`src/rtl/sha256_padder.sv`:
```
// SHA-256 message padder: turns a stream of 32-bit big-endian message words into
// padded 512-bit blocks (data, 0x80 marker, zero fill, 64-bit bit length).
module sha256_padder (
  input  logic        CLK,
  input  logic        RST,
  input  logic        in_valid,
  output logic        in_ready,
  input  logic [31:0] in_data,
  input  logic        in_last,
  input  logic [2:0]  in_nbytes,
  output logic        out_valid,
  input  logic        out_ready,
  output logic [31:0] out_word,
  output logic        out_block_start,
  output logic        out_block_end,
  output logic        out_msg_end,
  output logic [63:0] msg_len_o
);

  typedef enum logic [2:0] {DATA, MARK, ZERO, LEN_HI, LEN_LO} state_t;

  state_t      r_state;
  state_t      w_state_nxt;
  logic [3:0]  r_idx;
  logic [63:0] r_len;
  logic [63:0] w_len_nxt;
  logic [3:0]  w_idx_nxt;
  logic [2:0]  w_nb;
  logic [31:0] w_word;
  logic [31:0] w_marked;
  logic        w_avail;
  logic        w_can_load;
  logic        w_load;

  assign w_can_load = !out_valid || out_ready;
  assign w_idx_nxt  = r_idx + 4'd1;
  assign w_nb       = (in_nbytes > 3'd4) ? 3'd4 : in_nbytes;
  assign w_load     = w_avail && w_can_load;

  // Keep the valid leading bytes and place the 0x80 marker right after them.
  always_comb begin
    w_marked = in_data;
    case (w_nb)
      3'd0:    w_marked = 32'h8000_0000;
      3'd1:    w_marked = {in_data[31:24], 24'h80_0000};
      3'd2:    w_marked = {in_data[31:16], 16'h8000};
      3'd3:    w_marked = {in_data[31:8],  8'h80};
      default: w_marked = in_data;
    endcase
  end

  always_comb begin
    w_state_nxt = r_state;
    w_avail     = 1'b0;
    w_word      = '0;
    w_len_nxt   = r_len;
    in_ready    = (r_state == DATA) && w_can_load;
    case (r_state)
      DATA: begin
        w_avail = in_valid;
        w_word  = in_data;
        if (in_last) begin
          w_len_nxt = r_len + {58'd0, w_nb, 3'd0};
          if (w_nb == 3'd4) begin
            w_state_nxt = MARK;
          end else begin
            w_word      = w_marked;
            w_state_nxt = (w_idx_nxt == 4'd14) ? LEN_HI : ZERO;
          end
        end else begin
          w_len_nxt = r_len + 64'd32;
        end
      end
      MARK: begin
        w_avail     = 1'b1;
        w_word      = 32'h8000_0000;
        w_state_nxt = (w_idx_nxt == 4'd14) ? LEN_HI : ZERO;
      end
      ZERO: begin
        w_avail = 1'b1;
        if (w_idx_nxt == 4'd14) w_state_nxt = LEN_HI;
      end
      LEN_HI: begin
        w_avail     = 1'b1;
        w_word      = r_len[63:32];
        w_state_nxt = LEN_LO;
      end
      LEN_LO: begin
        w_avail     = 1'b1;
        w_word      = r_len[31:0];
        w_state_nxt = DATA;
      end
      default: w_state_nxt = DATA;
    endcase
  end

  always_ff @(posedge CLK or posedge RST) begin
    if (RST) begin
      r_state <= DATA;
    end else if (w_load) begin
      r_state <= w_state_nxt;
    end
  end

  // Flags are latched with the word so they stay aligned while the output is stalled.
  always_ff @(posedge CLK or posedge RST) begin
    if (RST) begin
      r_idx           <= '0;
      r_len           <= '0;
      out_valid       <= 1'b0;
      out_word        <= '0;
      out_block_start <= 1'b0;
      out_block_end   <= 1'b0;
      out_msg_end     <= 1'b0;
      msg_len_o       <= '0;
    end else if (w_load) begin
      out_valid       <= 1'b1;
      out_word        <= w_word;
      out_block_start <= (r_idx == 4'd0);
      out_block_end   <= (r_idx == 4'd15);
      out_msg_end     <= (r_state == LEN_LO);
      if (r_state == LEN_LO) begin
        msg_len_o <= r_len;
        r_len     <= '0;
        r_idx     <= '0;
      end else begin
        r_len <= w_len_nxt;
        r_idx <= w_idx_nxt;
      end
    end else if (out_ready) begin
      out_valid       <= 1'b0;
      out_block_start <= 1'b0;
      out_block_end   <= 1'b0;
      out_msg_end     <= 1'b0;
    end
  end

endmodule

```
`config.mk`:
```
export PLATFORM = sky130hd
export DESIGN_NAME = sha256_padder
export DESIGN_NICKNAME = d
export VERILOG_FILES = /design/src/rtl/sha256_padder.sv
export SDC_FILE = /design/constraint.sdc
export NUM_CORES = 1
export LEC_CHECK = 0
export ABC_AREA = 0
export CORE_UTILIZATION = 40
export DETAILED_ROUTE_END_ITERATION = 10
export GPL_TIMING_DRIVEN = 0
export PLACE_DENSITY = 0.66
export RECOVER_POWER = 25
export SYNTH_ARGS = -nofsm -noshare
export SYNTH_HDL_FRONTEND = slang
export SYNTH_SLANG_ARGS = --single-unit
```
`constraint.sdc`:
```
create_clock -name CLK -period 5.61 [get_ports CLK]
set_clock_uncertainty 0.05 [all_clocks]
set_input_delay 0.8415 -clock CLK [delete_from_list [all_inputs] [get_ports CLK]]
set_output_delay 0.8415 -clock CLK [all_outputs]
set_load 0.02 [all_outputs]
```
Word-level counts from Yosys, hierarchy flattened
Cells that the tools add are included.
{"block": "word_totals", "ff_bits": 171, "latch_bits": 0, "ramBits": 0, "mem_bits_ro": 0, "input_bits": 40, "word_cells": 58, "n_memories": 0}
{"block": "op_classes", "n_addsub": 3, "mul": 0, "div_mod_pow": 0, "n_lt_le_gt_ge": 1, "eq_ne": 12, "shifts": 0, "mux": 20, "n_bitwise": 0, "reduce_logical": 13}
{"op": "$pmux 32 s4", "count": 2}
{"op": "$mux 64", "count": 3}
{"op": "$add 64x6->64", "count": 1}
{"op": "$add 64x6->64 const B", "count": 1}
{"op": "$mux 32", "count": 2}
{"op": "$eq 3x2->1 const B", "count": 4}
{"op": "$pmux 3 s4", "count": 1}
{"op": "$mux 3", "count": 3}
{"op": "$eq 4x4->1 const B", "count": 2}
{"op": "$eq 3x1->1 const B", "count": 2}
{"op": "$eq 3x3->1 const B", "count": 2}
{"op": "$logic_not 3->1", "count": 2}
{"op": "$mux 1", "count": 6}
{"op": "$add 4x1->4 const B", "count": 1}
{"op": "$logic_not 4->1", "count": 1}
{"op": "$mux 4", "count": 1}
{"op": "$ne 2x2->1 const B", "count": 2}
{"op": "$reduce_and 2->1", "count": 2}
{"op": "$reduce_bool 2->1", "count": 2}
{"op": "$reduce_or 4->1", "count": 1}
{"op": "$gt 3x3->1 const B", "count": 1}
{"op": "$reduce_and 3->1", "count": 1}
{"op": "$logic_and 1x1->1", "count": 2}
{"op": "$mux 2", "count": 1}
{"op": "other kinds (3)", "count": 3}

Longest topological paths before layout
Gate-level depths: netlist of run 1.
{"block": "logic_depth", "word_depth": 7, "depth_mapped": 11, "ltp_nobuf": 9}

Least setup slack after synthesis of run 1
Ideal clock, no wire load.
{"block": "synth_path", "path_type": "in2reg", "startpoint": "input in_nbytes[0]", "endpoint": "register r_len[51]", "setup_time_ps": 78, "arrival_ps": 2958, "required_time_ps": 5482, "slack_ps": 2524, "cell_stages": 10, "cell_sequence": "nor2b_1 -> ha_1 -> inv_1 -> fa_1 -> nand2b_1 -> a31oi_1 -> nand2_1 -> clkbuf_1 -> or4_1 -> a21oi_1"}
{"block": "synth_between", "elab_chain_cells": 6}
{"element": "start, declared", "line": "10", "source": "input logic [2:0] in_nbytes,"}
{"element": "$gt 3x3->1", "line": "37", "source": "assign w_nb = (in_nbytes > 3'd4) ? 3'd4 : in_nbytes;"}
{"element": "$mux 3 (*)", "line": "37"}
{"element": "$add 64x6->64 (*)", "line": "63", "source": "w_len_nxt = r_len + {58'd0, w_nb, 3'd0};"}
{"element": "$mux 64 (*)", "line": "62", "source": "if (in_last) begin"}
{"element": "$mux 64 (*)", "line": "58", "source": "case (r_state)"}
{"element": "$mux 64 (*)", "line": "122", "source": "if (r_state == LEN_LO) begin"}
{"element": "end signal, assigned", "line": "127", "source": "r_len <= w_len_nxt;"}
{"element": "end, declared", "line": "25", "source": "logic [63:0] r_len;"}
Every way passes the cells marked *; elsewhere a longest branch is shown, timed or not. The select of a mux whose other input is x is not followed.
A chain may end at the register's enable or synchronous reset.

Worst setup path after layout of run 1
{"block": "layout_path", "startpoint": "input in_nbytes[0]", "endpoint": "register r_len[47]"}
The elaborated chain is that of the path after synthesis.

==> impl_metrics.json, run 1 <==
{
  "io_pins": 141,
  "synth_edf_count": 0,
  "fin_nets": 1109,
  "synth_ff_type": "dfrtp_1",
  "drc": 0,
  "hp-class": "reg -> reg",
  "final_cell_mix": "258 x nand2_1, 165 x dfrtp_1, 136 x clkdlybuf4s50_1, 64 x o21ai_0, 45 x clkbuf_1",
  "synthArstFlopShare_pct": 100,
  "first_iter_violations": 811,
  "drtAntennaViolNets": 0,
  "die_w_um": 144,
  "holdPathStages": 2,
  "timing.rr.end": "r_len[47]$_DFFE_PP0P_",
  "worstPathRequired_ns": 5.86,
  "cp_max_fo": 10,
  "fill_cells": 1900,
  "cp-end-kind": "flip-flop",
  "arrival_ns": 4.23,
  "netlist.area_leader.share_pct": 51.1,
  "min_period_ns": 3.98,
  "viasPerCell": 5.67,
  "regArea_mm2": 0.00413,
  "r2r_slack_ns": 2.35,
  "maxCapViolations": 1,
  "max_freq_ghz": 0.251,
  "dr.pass1.iters": 6,
  "timing.final.crit_share_pct": 70.9,
  "grt_pass1_wl_um": 40100,
  "slew_violations": 49,
  "slew_headroom_pct": -52.2,
  "power.density_mw_per_mm2": 344,
  "num_antenna_cells": 0,
  "hold_viol": 0,
  "synth.largest_area_cell": "dfrtp_1",
  "drt-total-wl_um": 25800,
  "gp_congestion": 0.931,
  "die-area_mm2": 0.0208,
  "multi_input_area_mm2": 0.00362,
  "yosysWarnings": 0,
  "rsz0062_at_grt": "false",
  "grt_antenna_before_repair": 0,
  "clk_path_buf_depth": 2,
  "yosysSeqAreaShare_pct": 51.1,
  "ir_worst_vdd_v": 0.000199,
  "whs_ns": 0.420,
  "post_cts_buffers": 0,
  "violations": "capacitance limit, slew limit",
  "leakage_nw": 4.51,
  "synthCells": 902,
  "place_area_mm2": 0.00983,
  "syn-mean-instance-area_um2": 8.96,
  "r2r_start": "r_len[3]$_DFFE_PP0P_",
  "port_buffers": 137,
  "status": "finished, violations left",
  "dp_hpwl_um": 18800,
  "cts_tree": "built",
  "vias": 7591,
  "final_common_cell": "nand2_1",
  "cts-root-buf": "clkbuf_16",
  "syn_area_mm2": 0.00809,
  "rows": 51,
  "cp-start-kind": "input port",
  "clk_pin_slew_ns": 0.06,
  "ys_ff_latch": 165,
  "power_mw": 3.56,
  "synthTopCellsByArea": "dfrtp_1 51%, nand2_1 12%, o21ai_0 4.0%, a222oi_1 3.5%, nand4_1 2.3%",
  "grt.overflow.total": 0,
  "drive_above_1_share_pct": 5.87,
  "grt.total_usage_pct": 26.0,
  "fp.dieH_um": 144,
  "hp-start": "msg_len_o[22]$_DFFE_PP0P_",
  "synthDistinctLibCells": 58,
  "worstMarginPinSlew_ns": 2.27,
  "h-tree-depth": 4,
  "clkLatencyLatePin_ns": 0.44,
  "core_area_mm2": 0.0197,
  "post_cts_resize_count": 0,
  "min_to": "msg_len_o[22]$_DFFE_PP0P_",
  "area_growth_pct": 28.2,
  "cts_buffers": 17,
  "ctsHoldBuffers": 0,
  "path_class": "in -> reg",
  "setup_viol": 0,
  "reg2reg_depth": 10,
  "clkSinkCount": 165,
  "grt_pass1_vias": 7137,
  "grt_max_degree": 118,
  "start_util_pct": 41.1,
  "final_area_mm2": 0.0104,
  "fin_setup_tns_ns": 0,
  "wire_per_inst_um": 19.3
}
==> stage by stage <==
stage	std cells	utilization [%]	setup WS, ns
6_report	1338	52.8	1.63
5_1_grt	1338	52.8	1.37
4_1_cts	1338	52.8	1.70
3_5_place_dp	1307	50.0	1.26
3_3_place_gp	1306	49.8	-2.14
2_1_floorplan	904	-	0.257
==> metal layers <==
layer  up-vias  global-route usage, %  share of wire [%]  wire (um)
met5         -                      0                  0          0
met3        45                   5.00                8.7       2240
met2       345                   39.8                 45      11700
met1      3694                   36.1                 43      11200
met4         0                   10.4                2.6        674
li1       3507                      -                  -          -
==> worst max-delay path, cell delays in order <==
cell and delay, ns:
clkdlybuf4s50_1 0.57, nor2b_1 0.17, ha_1 0.19, inv_1 0.06, fa_1 0.39, nand2b_1 0.16
a31oi_1 0.52, nand2_1 0.28, clkbuf_1 0.31, clkbuf_1 0.32, o31ai_1 0.33, a21oi_1 0.10
==> state kept, by name (all words and copies together), names as in the netlist <==
name,cells
out_block_start,1
out_word,32
r_len,61
msg_len_o,61
out_valid,1
out_block_end,1
r_state,3
r_idx,4
out_msg_end,1
==> Yosys cell counts, drive strengths merged, types with 10 or more instances <==
| library cell | n |
|---|---|
| nor4 | 11 |
| nor2 | 39 |
| inv | 13 |
| buf | 19 |
| clkbuf | 45 |
| o31ai | 21 |
| a21oi | 36 |
| xor2 | 17 |
| a222oi | 28 |
| nand2 | 258 |
| or3 | 10 |
| or4 | 24 |
| dfrtp | 165 |
| nand3 | 32 |
| and2 | 10 |
| and3 | 10 |
| nand4 | 31 |
| o21ai | 64 |
==> power by group <==
group	switching (mW)	internal (mW)	total, mW
registers	0.117	1.31	1.43
clock network	0.476	0.627	1.10
logic	0.661	0.372	1.03
==> cell families (layout without fill, tap and decap cells) <==
| group | Yosys count | count (layout) | synth area share [%] |
|---|---|---|---|
| AOI/OAI and AO/OA | 168 | 168 | 13.5 |
| other | 1 | 3 | 0.0464 |
| buffers and inverters | 77 | 246 | 4.27 |
| xor gates and xnor gates | 23 | 23 | 2.49 |
| DFF | 165 | 165 | 51.1 |
| and+or+nand+nor | 455 | 455 | 26.6 |
| adders and majority gates | 8 | 8 | 1.33 |
| muxes | 5 | 5 | 0.650 |
==> worst max-delay path by stage <==
stage / start / to / slack, ns
after CTS: in_nbytes[0] / r_len[41]$_DFFE_PP0P_ / 1.70
after global placement: RST / msg_len_o[21]$_DFFE_PP0P_ / -2.14
after floorplan: RST / msg_len_o[10]$_DFFE_PP0P_ / 0.26
final: in_nbytes[0] / r_len[47]$_DFFE_PP0P_ / 1.63
after detailed placement: in_nbytes[0] / r_len[41]$_DFFE_PP0P_ / 1.26
after global routing: in_nbytes[0] / r_len[47]$_DFFE_PP0P_ / 1.37
==> layout make-up <==
type	count	share of cell area, %
clock inverter	9	0.772
sequential	165	39.8
tap	265	3.20
timing repair buffer	138	13.5
multi-input combinational	662	34.9
clock buffer	22	4.48
buffer	64	2.86
inverter	13	0.483
(Power assumes the default switching activity.)
==> run 2: changes to the inputs <==
PLACE_DENSITY = default   (was 0.66)
clock period = 4.1 ns   (was 5.61 ns; I/O delays follow)
==> run 2 against run 1 <==
The run still ends with capacitance limit, slew limit left. Worst setup slack worse by 1.4 ns. Sequential cell count stayed put. Die area stayed put. Register-to-register slack worse by 1.6 ns. Global-route usage is 0.27 points higher. Wire length is 2.3% higher. Via count is 0.41% lower. Core utilization is 0.10 points higher.
==> impl_metrics.json, run 2 (synthesized netlist as in run 1, its figures left out) <==
{
  "wire_per_inst_um": 19.6,
  "start_util_pct": 41.1,
  "grt.total_usage_pct": 26.2,
  "path_buf_inv": 4,
  "ir_worst_vdd_v": 0.000278,
  "grt_max_degree": 38,
  "max_stage_delay_ns": 0.58,
  "hold_viol": 0,
  "final_cell_mix": "258 x nand2_1, 165 x dfrtp_1, 136 x clkdlybuf4s50_1, 64 x o21ai_0, 45 x clkbuf_1",
  "power.density_mw_per_mm2": 471,
  "drtAntennaViolNets": 0,
  "rsz0062_at_grt": "false",
  "cp_slowest_cell": "clkdlybuf4s50_1",
  "slew_violations": 38,
  "port_buffers": 137,
  "first_iter_violations": 682,
  "dp.cells": 1311,
  "vias": 7560,
  "timing.rr.end": "r_len[45]$_DFFE_PP0P_",
  "min_period_ns": 3.88,
  "maxCapViolations": 2,
  "final_cells": 1343,
  "final_common_cell": "nand2_1",
  "clkLatencyLatePin_ns": 0.44,
  "leakage_nw": 4.52,
  "hp-class": "reg -> reg",
  "clk_path_buf_depth": 2,
  "grt_pass1_wl_um": 40800,
  "clkSinkCount": 165,
  "worstMarginPinSlew_ns": 2.08,
  "post_cts_buffers": 0,
  "status": "finished, violations left",
  "crit_family": "buffers and inverters",
  "setup_viol": 0,
  "clk_pin_slew_ns": 0.07,
  "reg2reg_depth": 10,
  "cp_max_fo": 10,
  "holdPathStages": 2,
  "grt.overflow.total": 0,
  "dr.pass1.iters": 8,
  "slew_headroom_pct": -38.4,
  "die_w_um": 144,
  "gp_congestion": 0.883,
  "pre_cts_ws_ns": -0.0375,
  "ctsHoldBuffers": 0,
  "final_area_mm2": 0.0104,
  "die-area_mm2": 0.0208,
  "arrival_ns": 4.12,
  "timing.final.crit_share_pct": 94.7,
  "critical_path.cell_chain": "clkdlybuf4s50_1, nor2b_1, ha_1, inv_1, fa_1, nand2b_1, a31oi_1, nand2_1, clkbuf_1, clkbuf_1, o31ai_1, a21oi_1",
  "cts-root-buf": "clkbuf_16",
  "rows": 51,
  "fp.dieH_um": 144,
  "place_area_mm2": 0.00990,
  "min_to": "msg_len_o[3]$_DFFE_PP0P_",
  "core_area_mm2": 0.0197,
  "area_growth_pct": 28.5,
  "worstPathRequired_ns": 4.33,
  "post_cts_resize_count": 0,
  "crit_top_cell": "clkbuf_1",
  "drc": 0,
  "grt_pass1_vias": 7066,
  "r2r_slack_ns": 0.76,
  "fin_nets": 1113,
  "grt_antenna_before_repair": 0,
  "viasPerCell": 5.63,
  "violations": "capacitance limit, slew limit",
  "cp-end-kind": "flip-flop",
  "setup_ws_ns": 0.216,
  "path_class": "in -> reg",
  "max_freq_ghz": 0.257,
  "drt-total-wl_um": 26400,
  "drive_above_1_share_pct": 6.31,
  "whs_ns": 0.423,
  "r2r_start": "r_len[3]$_DFFE_PP0P_",
  "top_regs": "msg_len_o: 61 flops, r_len: 61 flops, out_word: 32 flops",
  "num_antenna_cells": 0,
  "cts_buffers": 17,
  "io_pins": 141,
  "hp-start": "msg_len_o[3]$_DFFE_PP0P_",
  "cp-start-kind": "input port",
  "h-tree-depth": 4,
  "fill_cells": 1888,
  "dp_hpwl_um": 19500,
  "cts_tree": "built",
  "power_mw": 4.90
}
==> run 2: cell types whose count changed in the layout (fill, tap and decap cells not counted), sizes merged <==
cell / delta
clkinvlp: +1
bufinv: -1
clkbuf: +2
inv: +4
clkinv: -1
==> run 2: report_power, final <==
group / internal [mW] / switching (mW) / leakage (nW)
combinational: 0.509 / 0.916 / 1.98
clock: 0.817 / 0.707 / 0.258
sequential: 1.79 / 0.156 / 2.27
==> run 2: area by class of cell <==
| type | count | area [um2] | area share (%) |
|---|---|---|---|
| Clock buffer | 20 | 457 | 4.40 |
| Sequential cell | 165 | 4130 | 39.7 |
| Timing Repair Buffer | 142 | 1410 | 13.6 |
| Tap cell | 265 | 332 | 3.19 |
| Buffer | 64 | 297 | 2.85 |
| Clock inverter | 12 | 97.6 | 0.939 |
| Inverter | 13 | 50.0 | 0.482 |
| Multi-Input combinational cell | 662 | 3620 | 34.8 |
==> run 2: stage by stage <==
step	setup TNS (ns)	util, %
floorplan	0	-
global placement	-26.08	49.9
detailed placement	-0.154	50.4
CTS	0	53.2
global route	0	52.9
finish	0	52.9
==> run 2: layer usage <==
layer / vias up / GRT usage, % / share of wire (%)
met5: - / 0 / 0
met2: 317 / 39.8 / 44
met3: 39 / 4.27 / 7.4
met4: 0 / 9.75 / 2.3
li1: 3514 / - / -
met1: 3690 / 37.5 / 46
==> run 2: worst max path at each step <==
stage                            start  depth (start not counted)                         to
after floorplan           in_nbytes[0]                         10      r_len[51]$_DFFE_PP0P_
after CTS                 in_nbytes[0]                         12      r_len[45]$_DFFE_PP0P_
after global placement             RST                          2  msg_len_o[21]$_DFFE_PP0P_
after detailed placement  in_nbytes[0]                         12      r_len[41]$_DFFE_PP0P_
after global routing      in_nbytes[0]                         12      r_len[61]$_DFFE_PP0P_
final                     in_nbytes[0]                         12      r_len[45]$_DFFE_PP0P_
==> run 2: worst register-to-register path: stages (launching register included) <==
cell and delay (ns):
dfrtp_1 0.41, ha_1 0.21, inv_1 0.06, fa_1 0.39, nand2b_1 0.16, a31oi_1 0.54
nand2_1 0.28, clkbuf_1 0.31, clkbuf_1 0.32, o31ai_1 0.36, a21oi_1 0.12
